===== config.mk =====
export PLATFORM = sky130hd
export DESIGN_NAME = uart_rx
export DESIGN_NICKNAME = d
export VERILOG_FILES = /design/src/rtl/uart_rx.sv
export SDC_FILE = /design/constraint.sdc
export NUM_CORES = 1
export LEC_CHECK = 0
export ABC_AREA = 1
export CORE_AREA = 2 2 60 62
export DETAILED_ROUTE_END_ITERATION = 8
export DIE_AREA = 0 0 62 64
export GPL_ROUTABILITY_DRIVEN = 0
export PLACE_DENSITY = 0.75
export SYNTH_ARGS = -nofsm -noshare
export SYNTH_HDL_FRONTEND = slang
export SYNTH_SLANG_ARGS = --single-unit

===== constraint.sdc =====
create_clock -name CLK -period 1.35 [get_ports CLK]
set_input_delay 0.135 -clock CLK [delete_from_list [all_inputs] [get_ports CLK]]
set_output_delay 0.135 -clock CLK [all_outputs]
set_load 0.01 [all_outputs]

===== src/rtl/uart_rx.sv =====
// UART receiver: 2-flop synchroniser, PRESCALE-oversampled start/data/parity/stop framing.
// Optional build macro UART_RX_MAJORITY_EN selects 2-of-3 majority bit sampling.
module uart_rx #(
    parameter int PRESCALE   = 8,
    parameter int DATA_WIDTH = 8
) (
    input  logic                  CLK,
    input  logic                  RST,
    input  logic                  RX_IN,
    input  logic                  PAR_EN,
    input  logic                  PAR_TYP,
    output logic [DATA_WIDTH-1:0] P_DATA,
    output logic                  DATA_VALID,
    output logic                  PAR_ERR,
    output logic                  STP_ERR,
    output logic [2:0]            dbg_state
);
    localparam int CW = $clog2(PRESCALE);
    localparam int BW = (DATA_WIDTH > 1) ? $clog2(DATA_WIDTH) : 1;
    localparam logic [CW-1:0] EDGE_LAST = CW'(PRESCALE - 1);
    localparam logic [CW-1:0] EDGE_MID  = CW'(PRESCALE / 2);
    localparam logic [BW-1:0] BIT_LAST  = BW'(DATA_WIDTH - 1);

    typedef enum logic [2:0] {
        S_IDLE   = 3'd0,
        S_START  = 3'd1,
        S_DATA   = 3'd2,
        S_PARITY = 3'd3,
        S_STOP   = 3'd4
    } state_e;

    state_e                state_q, state_d;
    logic                  rx_meta_q, rx_meta_d;
    logic                  rx_s_q, rx_s_d;
    logic [CW-1:0]         edge_q, edge_d;
    logic [BW-1:0]         bit_q, bit_d;
    logic [DATA_WIDTH-1:0] shift_q, shift_d;
    logic                  par_en_q, par_en_d;
    logic                  par_typ_q, par_typ_d;
    logic                  par_fail_q, par_fail_d;
    logic                  smp_q, smp_d;
    logic [DATA_WIDTH-1:0] p_data_q, p_data_d;
    logic                  dv_q, dv_d;
    logic                  pe_q, pe_d;
    logic                  se_q, se_d;

    logic sample_now;
    logic bit_val;
    logic cur_bit;
    logic end_bit;

`ifdef UART_RX_MAJORITY_EN
    localparam logic [CW-1:0] EDGE_EARLY = CW'(PRESCALE / 2 - 1);
    localparam logic [CW-1:0] EDGE_LATE  = CW'(PRESCALE / 2 + 1);

    // maj_q[0] holds the early sample, maj_q[1] the centre sample; rx_s is the late one.
    logic [1:0] maj_q, maj_d;

    assign sample_now = (state_q != S_IDLE) && (edge_q == EDGE_LATE);
    assign bit_val    = (maj_q[0] & maj_q[1]) | (maj_q[0] & rx_s_q) | (maj_q[1] & rx_s_q);

    always_comb begin
        maj_d = maj_q;
        if (edge_q == EDGE_EARLY) maj_d[0] = rx_s_q;
        if (edge_q == EDGE_MID)   maj_d[1] = rx_s_q;
    end

    always_ff @(posedge CLK) begin
        if (!RST) maj_q <= '0;
        else      maj_q <= maj_d;
    end
`else
    assign sample_now = (state_q != S_IDLE) && (edge_q == EDGE_MID);
    assign bit_val    = rx_s_q;
`endif

    // The decision sample can land on the last edge of a bit (PRESCALE=4 with majority).
    assign cur_bit = sample_now ? bit_val : smp_q;
    assign end_bit = (edge_q == EDGE_LAST);

    always_comb begin
        rx_meta_d  = RX_IN;
        rx_s_d     = rx_meta_q;
        state_d    = state_q;
        edge_d     = edge_q;
        bit_d      = bit_q;
        shift_d    = shift_q;
        par_en_d   = par_en_q;
        par_typ_d  = par_typ_q;
        par_fail_d = par_fail_q;
        smp_d      = smp_q;
        p_data_d   = p_data_q;
        dv_d       = 1'b0;
        pe_d       = 1'b0;
        se_d       = 1'b0;

        if (state_q != S_IDLE) begin
            edge_d = end_bit ? '0 : edge_q + CW'(1);
            if (sample_now) smp_d = bit_val;
        end

        case (state_q)
            S_IDLE: begin
                edge_d     = '0;
                bit_d      = '0;
                par_fail_d = 1'b0;
                if (!rx_s_q) begin
                    state_d   = S_START;
                    edge_d    = CW'(1);
                    par_en_d  = PAR_EN;
                    par_typ_d = PAR_TYP;
                end
            end
            S_START: begin
                if (end_bit) state_d = cur_bit ? S_IDLE : S_DATA;
            end
            S_DATA: begin
                if (sample_now) shift_d = {bit_val, shift_q[DATA_WIDTH-1:1]};
                if (end_bit) begin
                    bit_d = bit_q + BW'(1);
                    if (bit_q == BIT_LAST) begin
                        bit_d   = '0;
                        state_d = par_en_q ? S_PARITY : S_STOP;
                    end
                end
            end
            S_PARITY: begin
                if (sample_now && (bit_val != ((^shift_q) ^ par_typ_q))) par_fail_d = 1'b1;
                if (end_bit) state_d = S_STOP;
            end
            S_STOP: begin
                if (end_bit) begin
                    state_d = S_IDLE;
                    se_d    = ~cur_bit;
                    pe_d    = par_fail_q;
                    dv_d    = cur_bit & ~par_fail_q;
                    if (cur_bit && !par_fail_q) p_data_d = shift_q;
                end
            end
            default: state_d = S_IDLE;
        endcase
    end

    always_ff @(posedge CLK) begin
        if (!RST) begin
            state_q    <= S_IDLE;
            rx_meta_q  <= 1'b1;
            rx_s_q     <= 1'b1;
            edge_q     <= '0;
            bit_q      <= '0;
            shift_q    <= '0;
            par_en_q   <= 1'b0;
            par_typ_q  <= 1'b0;
            par_fail_q <= 1'b0;
            smp_q      <= 1'b0;
            p_data_q   <= '0;
            dv_q       <= 1'b0;
            pe_q       <= 1'b0;
            se_q       <= 1'b0;
        end else begin
            state_q    <= state_d;
            rx_meta_q  <= rx_meta_d;
            rx_s_q     <= rx_s_d;
            edge_q     <= edge_d;
            bit_q      <= bit_d;
            shift_q    <= shift_d;
            par_en_q   <= par_en_d;
            par_typ_q  <= par_typ_d;
            par_fail_q <= par_fail_d;
            smp_q      <= smp_d;
            p_data_q   <= p_data_d;
            dv_q       <= dv_d;
            pe_q       <= pe_d;
            se_q       <= se_d;
        end
    end

    assign P_DATA     = p_data_q;
    assign DATA_VALID = dv_q;
    assign PAR_ERR    = pe_q;
    assign STP_ERR    = se_q;
    assign dbg_state  = state_q;
endmodule


* Word-level counts from Yosys, hierarchy flattened
Cells that the tools add are included.
** Cells by class
- Add/subtract/negate cells :: 2
- Multipliers :: 0
- Divide/modulo/power cells :: 0
- $lt $le $gt $ge :: 0
- Equal/unequal tests :: 15
- Shifts and indexed selects :: 0
- Mux-type cells :: 19
- Bitwise operators :: 5
- Reduce and logical (&&, ||, !) cells :: 17
** Operators by type and width (count)
- $mux W3 :: 12
- $pmux W3 S5 :: 1
- $ne A2 B2 Y1 const B :: 7
- $eq A3 B3 Y1 const B :: 4
- $reduce_and A2 Y1 :: 4
- $reduce_xor A8 Y1 :: 1
- $add A3 B1 Y3 const B :: 2
- $eq A3 B2 Y1 const B :: 2
- $pmux W3 S2 :: 1
- $reduce_and A3 Y1 :: 2
- $reduce_and A6 Y1 :: 1
- $reduce_bool A2 Y1 :: 3
- $eq A3 B1 Y1 const B :: 1
- $logic_and A1 B1 Y1 :: 3
- $logic_not A3 Y1 :: 1
- $mux W1 :: 3
- $not A1 Y1 :: 3
- $reduce_bool A3 Y1 :: 1
- $mux W2 :: 1
- $pmux W1 S2 :: 1
- $and A1 B1 Y1 :: 1
- $logic_not A1 Y1 :: 1
- $ne A1 B1 Y1 :: 1
- $xor A1 B1 Y1 :: 1
** Storage, ports and cells
- Bits in registers :: 34
- Bits in latches :: 0
- Memory bits (writable) :: 0
- ROM bits :: 0
- Output and inout bits :: 14
- Logic and storage cells :: 72
- Memories :: 0

* Longest topological paths before layout
Gate-level depths: netlist of the first run.
- Word-level depth :: 6
- Depth in mapped cells :: 10

* Worst setup path after synthesis of the first run
OpenSTA, ideal clock, no wires.
- Path type :: reg2reg
- Start point :: register edge_q[0]
- End point :: register p_data_q[7] (netlist: P_DATA[7])
- Setup time :: 0.132 ns
- Arrival time :: 1.330 ns
- Setup slack :: -0.113 ns
- Stages on the path, launching flop included :: 8
- Clock period less this slack :: 1.463 ns
- Path through :: dfxtp_1 ha_1 ha_1 inv_1 nor3_4 nand2_4 nand2_1 a21oi_1
** Between the ends
- Cells in the longest elaborated chain, start to end :: 5
** RTL lines
- start, declared :: line 35 : logic [CW-1:0] edge_q, edge_d;
- start signal, assigned :: line 164 : edge_q <= edge_d;
- $eq A3 B3 Y1 :: line 73 : assign sample_now = (state_q != S_IDLE) && (edge_q == EDGE_MID);
- $logic_and A1 B1 Y1 :: line 73
- $mux W1
- $logic_and A1 B1 Y1 :: line 137 : if (cur_bit && !par_fail_q) p_data_d = shift_q;
- $reduce_and A3 Y1 (no source line) (*)
- end signal, assigned :: line 171 : p_data_q <= p_data_d;
- end, declared :: line 42 : logic [DATA_WIDTH-1:0] p_data_q, p_data_d;
Every way passes the cells marked *; elsewhere a longest branch is shown, timed or not.
A chain may end at the register's enable or synchronous reset.

* Worst setup path after layout of the first run
- Start point :: register edge_q[1]
- End point :: register p_data_q[6] (netlist: P_DATA[6])
The elaborated chain is that of the path after synthesis.

==> results of run 1 <==
[layout by cell type, fill, tap and decap left out, types with 3 or more instances in the layout]
cell type	synthesis	final
a21oi_2	0	7
dlygate4sd2_1	0	11
nand3_2	1	3
clkdlybuf4s50_1	0	4
a21oi_1	23	16
inv_2	1	5
xnor2_1	3	3
nand2_1	50	43
dfxtp_1	34	29
buf_4	0	21
o21ai_1	2	4
nand4_1	4	4
nand2_2	1	6
nand2_4	3	5
dlymetal6s2s_1	0	3
inv_1	23	18
buf_6	2	4
dfxtp_2	0	3
clkbuf_4	0	5
nor2_1	11	9
nand3_1	25	23
[sequential cells by signal, summed over array words and instances (netlist names), 3 cells and up]
signal / count
bit_q: 3
edge_q: 3
P_DATA: 8
dbg_state: 3
shift_q: 8
[metal layers]
metal	wire length, microns	vias up	part of all wire (%)	track usage [%]
li1	-	775	-	-
met1	1759	724	42	28.64
met2	2016	51	49	33.46
met3	223	15	5.4	4.251
met4	140	0	3.4	11.17
met5	0	-	0	0
[final timing paths]
| kind | startpoint | to | cells past startpoint |
|---|---|---|---|
| max reg2reg | edge_q[1]$_SDFF_PN0_ | P_DATA[6]$_SDFFE_PN0P_ | 10 |
| max | edge_q[1]$_SDFF_PN0_ | P_DATA[6]$_SDFFE_PN0P_ | 10 |
| min reg2reg | rx_meta_q$_SDFF_PN1_ | bit_val$_SDFF_PN1_ | 1 |
| min | RX_IN | rx_meta_q$_SDFF_PN1_ | 2 |
[critical path, cell delays in order (launching register included)]
cell,delay (ps)
dfxtp_2,340
inv_2,70
ha_4,130
nand2_2,60
inv_2,80
nand2_4,60
o21ai_4,180
buf_12,170
nand2_8,70
nand2_1,80
a21oi_2,50
[power breakdown]
part | total (uW) | internal [uW] | leakage, uW | switching, uW
sequential | 1110 | 1060 | 0.000278 | 54.4
combinational | 863 | 382 | 0.000708 | 481
clock | 987 | 627 | 0.0000585 | 360
[through the flow]
stage,hold slack (ps),util [%]
after floorplan,241.6,-
after global placement,395.2,58.29
after detailed placement,400.6,58.29
after CTS,346.9,66.78
after global routing,354.9,70.78
final,346.8,70.78
[area by class of cell]
type	count	share of cell area, %
flip-flops and latches	34	29.76
inverters	24	3.983
clock inverters	2	2.583
multi-input cells	146	39.99
clock buffers	6	2.207
repair buffers	46	19.00
well taps	46	2.476
[kinds of logic after synthesis]
family | Yosys count | synth area share, %
compound gates | 33 | 11.37
flops | 34 | 43.24
buf+inv | 29 | 7.869
fa+ha+maj | 5 | 3.975
simple gates | 101 | 30.76
xor+xnor | 5 | 2.783
[repair_timing]
action / CTS / global route
pin swaps: 9 / 9
endpoints found under the setup margin: 20 / 29
cloned: 2 / 1
resized for setup: 31 / 31
hold buffers: 0 / 0
setup buffers: 10 / 6
==> results.md, run 1 <==
* Post-Synthesis Cells at 207
* Post-DP HPWL at 2307 microns
* Main synth FF type: dfxtp_1
* Total power at 2960 uW
* Maximum vdd drop at 789.4 uV
* Layout cells sized above 1 at 32.56%
* Dominant cell type by area after synthesis: dfxtp_1
* DIE WIDTH at 62 microns
* Max-Cap Viols at 0
* Arr. time, crit path at 1640 ps
* DRT Pass-1 Iters at 4
* Most frequent cell after synthesis: nand2_1
* Worst-path maximum fanout at 7
* Footprint of the multi-input gates at 929.6 sq um
* Measured slew at the worst slew-check pin at 301.0 ps
* Clk sink count at 34
* Pre-CTS WS at -40.47 ps
* Fin crit share at 103.2%
* FILL cells at 234
* Top cells by area, synth: dfxtp_1 43%, nand2_1 12%, nand3_1 7.9%, a21oi_1 7.3%, inv_1 5.5%
* Critical path required time at 1590 ps
* Hold Path Class: primary input to register
* # setup viols final at 11
* Antenna cells at 0
* DRC Markers at 0
* Std cell rows at 21
* Min Tclk post-route at 1393 ps
* Initial DRC count at 88
* Fin area at 2325 sq um
* Synth cell count leaders: 50 x nand2_1, 34 x dfxtp_1, 25 x nand3_1, 23 x a21oi_1, 23 x inv_1
* CP Class: register to register
* Pwr per Cell Area at 1273 nW/um^2
* Syn Nets at 217
* Worst-case clock buffer depth at 2
* FF/Latch Area at 691.9 sq um
* CP Capture Type: register
* Die height at 64 microns
* DP Cell Count at 279
* Initial core utilization at 47.92%
* I/O Buffers at 18
* Final hold viol count at 0
* H-tree depth at 2
* Global route total overflow at 0
* Routed wire length per instance at 13.62 microns
* Area fraction of the dominant cell type after synthesis at 43.24%
* Status: finished, violations left
* RSZ-0062 raised after global routing: true
* Final Worst Setup Slack at -43.32 ps
* TritonCTS clock tree: built
* Crit start category: register
* Post-route ant nets at 0
* Post-DP Area at 1914 sq um
* Clock skew at 11.34 ps
* Number of library cell types mapped by synthesis at 25
* EDFF count, synth at 0
* Max Slew Vio Count at 0
* First-pass GRT wire length at 6465 microns
* Worst-Skew Late Latency at 350 ps
* Vias in the first global route at 1,444
* DRT Wirelength at 4140 microns
* Syn_area_per_cell at 7.604 sq um
* Asr flop ratio synth at 0%
* Yosys reg bits at 34
* Area Overhead vs Synth at 47.69%
* Fin nets at 267
* Pin count of the biggest net entering global routing at 16
* Total CTS buffers at 5
* Maximum clock frequency at 0.7177 GHz
* Synthesized area at 1574 sq um
* Sequential area share after synthesis at 43.24%
* Total track usage at 21.93%
* Failing checks: negative setup slack
* Fin cells at 304
* Leak Pwr at 0.001044 uW
* Flop-to-flop setup slack at -40 ps
* Clk slew on worst S/H paths at 110 ps
* Routed vias at 1,565
* Ports at 19
* Synth warn at 0
* Root Driver: clkbuf_4
* Max-slew headroom at 79.91%
* Vias per cell at 5.148
* Setup TNS at -310.7 ps
* Die ar. at 3968 sq um
* Core Area at 3284 sq um
* Initial antenna violation count at 0
(Power assumes the default switching activity.)
==> run 2: changes to the inputs <==
--- a/config.mk
+++ b/config.mk
@@ -6,11 +6,12 @@
 export NUM_CORES = 1
 export LEC_CHECK = 0
 export ABC_AREA = 1
-export CORE_AREA = 2 2 60 62
+export CORE_AREA = 2 2 76 78
+export CTS_CLUSTER_SIZE = 8
 export DETAILED_ROUTE_END_ITERATION = 8
-export DIE_AREA = 0 0 62 64
+export DIE_AREA = 0 0 78 80
 export GPL_ROUTABILITY_DRIVEN = 0
-export PLACE_DENSITY = 0.75
+export PLACE_DENSITY = 0.51
 export SYNTH_ARGS = -nofsm -noshare
 export SYNTH_HDL_FRONTEND = slang
 export SYNTH_SLANG_ARGS = --single-unit
==> run 2 against run 1 <==
Effect of this change: the flow now finishes without violations; clock power up 17%; die area up 57%; maximum frequency up 3.3%; combinational power down 15%; routed wire length down 13%; highest routed layer unchanged.
==> results.md, run 2 (synthesis results as in run 1) <==
* Max-slew headroom at 83.20% (+3.3 points)
* DIE WIDTH at 78 microns (+26%)
* Leak Pwr at 0.0009981 uW (-4.4%)
* CP Capture Type: register
* CP max-delay cell: dfxtp_2
* Clk slew on worst S/H paths at 80 ps (-30 ps)
* Post-route ant nets at 0 (unchanged)
* Crit start category: register
* Post-DP HPWL at 2685 microns (+16%)
* Initial antenna violation count at 0 (unchanged)
* Critical-path cell list: ha_2 > ha_4 > inv_2 > nor3_4 > buf_12 > nand3_1 > a21oi_1
* Setup TNS at 0 ps (+310.7 ps)
* Clock skew at 9.011 ps (-2.328 ps)
* Root Driver: clkbuf_8
* Measured slew at the worst slew-check pin at 251.7 ps (-49.31 ps)
* TritonCTS clock tree: built
* Worst-case clock buffer depth at 2 (unchanged)
* Fin cells at 322 (+5.9%)
* DRT Pass-1 Iters at 4 (unchanged)
* FF/Latch Area at 689.4 sq um (-0.36%)
* Worst-Skew Late Latency at 300 ps (-50 ps)
* Max incr delay on CP at 340 ps (about the same)
* Pin count of the biggest net entering global routing at 15 (-1)
* Footprint of the multi-input gates at 837.1 sq um (-10%)
* Final hold viol count at 0 (unchanged)
* Routed wire length per instance at 11.18 microns (-18%)
* H-tree depth at 2 (unchanged)
* Worst-path maximum fanout at 9 (+2)
* Commonest cells after routing, fill and taps aside: 48 x nand2_1, 29 x dfxtp_1, 24 x nand3_1
* Fin crit share at 99.89% (-3.3 points)
* Die ar. at 6240 sq um (+57%)
* Status: finished clean
* Vias in the first global route at 1,315 (-8.9%)
* Max Slew Vio Count at 0 (unchanged)
* Antenna cells at 0 (unchanged)
* Global route total overflow at 0 (unchanged)
* Total power at 2972 uW (+0.40%)
* Std cell rows at 27 (+29%)
* Initial core utilization at 29.12% (-19 points)
* Ports at 19 (unchanged)
* Clk sink count at 34 (unchanged)
* Routed vias at 1,432 (-8.5%)
* DP Cell Count at 312 (+12%)
* Layout cells sized above 1 at 22.80% (-9.8 points)
* Hold bufs inserted after CTS at 0 (unchanged)
* First-pass GRT wire length at 6189 microns (-4.3%)
* Maximum clock frequency at 0.7415 GHz (+3.3%)
* I/O Buffers at 18 (unchanged)
* Initial DRC count at 57 (-35%)
* FILL cells at 573 (+140%)
* Total CTS buffers at 5 (unchanged)
* Max-Cap Viols at 0 (unchanged)
* RSZ-0062 raised after global routing: true
* # setup viols final at 0 (-11)
* DRC Markers at 0 (unchanged)
* Vias per cell at 4.447 (-14%)
* DRT Wirelength at 3599 microns (-13%)
* Total track usage at 12.79% (-9.1 points)
* Min Tclk post-route at 1349 ps (-44.79 ps)
* Pwr per Cell Area at 1323 nW/um^2 (+3.9%)
* Fin nets at 259 (-3.0%)
* Core Area at 5405 sq um (+65%)
* Die height at 80 microns (+25%)
* Hold Path Class: primary input to register
* CP Class: register to register
* Maximum vdd drop at 498.8 uV (-37%)
* Critical path required time at 1580 ps (about the same)
* Commonest non-fill, non-tap cell in the layout: nand2_1
* Arr. time, crit path at 1580 ps (-60 ps)
* Area Overhead vs Synth at 42.69%
run 2: changes by cell type in the layout (fill, tap and decap cells not counted), sizes merged:
cell,change
dlygate4sd2,-8
buf,-5
clkdlybuf4s50,+5
dlymetal6s2s,+3
clkbuf,-2
nand2,-2
clkinv,+1
run 2: area by class of cell:
cell class,instances,area share (%)
Timing Repair Buffer,40,17.88
Sequential cell,34,30.70
Clock inverter,3,3.064
Clock buffer,5,3.064
Multi-Input combinational cell,144,37.27
Tap cell,72,4.011
Inverter,24,4.011
run 2: power breakdown:
| part | total (uW) | internal (uW) | switching (uW) |
|---|---|---|---|
| combinational | 735 | 326 | 408 |
| sequential | 1090 | 1050 | 41.3 |
| clock | 1150 | 740 | 406 |
run 2: path summary, 6_finish.rpt:
kind                   startpoint                      to  slack (ps)  cells after the start
max          edge_q[0]$_SDFF_PN0_  P_DATA[5]$_SDFFE_PN0P_           1                      7
min                         RX_IN    rx_meta_q$_SDFF_PN1_         410                      2
max reg2reg  edge_q[0]$_SDFF_PN0_  P_DATA[5]$_SDFFE_PN0P_           1                      7
min reg2reg  rx_meta_q$_SDFF_PN1_      bit_val$_SDFF_PN1_         420                      1
run 2: repair_timing:
item	4_1_cts	5_1_grt
pin swaps	1	1
endpoints found under the hold margin	0	0
setup endpoints to repair	15	29
resized for setup	10	20
buffers inserted	0	2
run 2: worst max-delay path, delay by kind of cell (launching register included):
kind | cells | cell delay, ps
adders and majority gates | 2 | 350
DFF | 1 | 340
and+or+nand+nor | 2 | 240
buffers and inverters | 2 | 210
AOI/OAI and AO/OA | 1 | 150
run 2: metal layers:
| layer | wire (microns) | global-route usage, % | vias to the layer above | share of wire (%) |
|---|---|---|---|---|
| li1 | - | - | 759 | - |
| met1 | 1824 | 16.50 | 643 | 51 |
| met4 | 55 | 5.789 | 0 | 1.5 |
| met2 | 1606 | 19.57 | 24 | 45 |
| met3 | 111 | 3.959 | 6 | 3.1 |
| met5 | 0 | 0 | - | 0 |
run 2: stage by stage:
| step | hold WS (ps) | setup WS, ps | instance area, sq um | utilization, % |
|---|---|---|---|---|
| after floorplan | 241.6 | 2.278 | 1600 | - |
| after global placement | 394.2 | -14.69 | 2024 | 37.45 |
| after detailed placement | 403.0 | -36.93 | 2024 | 37.45 |
| after CTS | 405.8 | -10.59 | 2177 | 40.28 |
| after global routing | 421.0 | -112.4 | 2246 | 41.55 |
| final | 409.1 | 1.469 | 2246 | 41.55 |
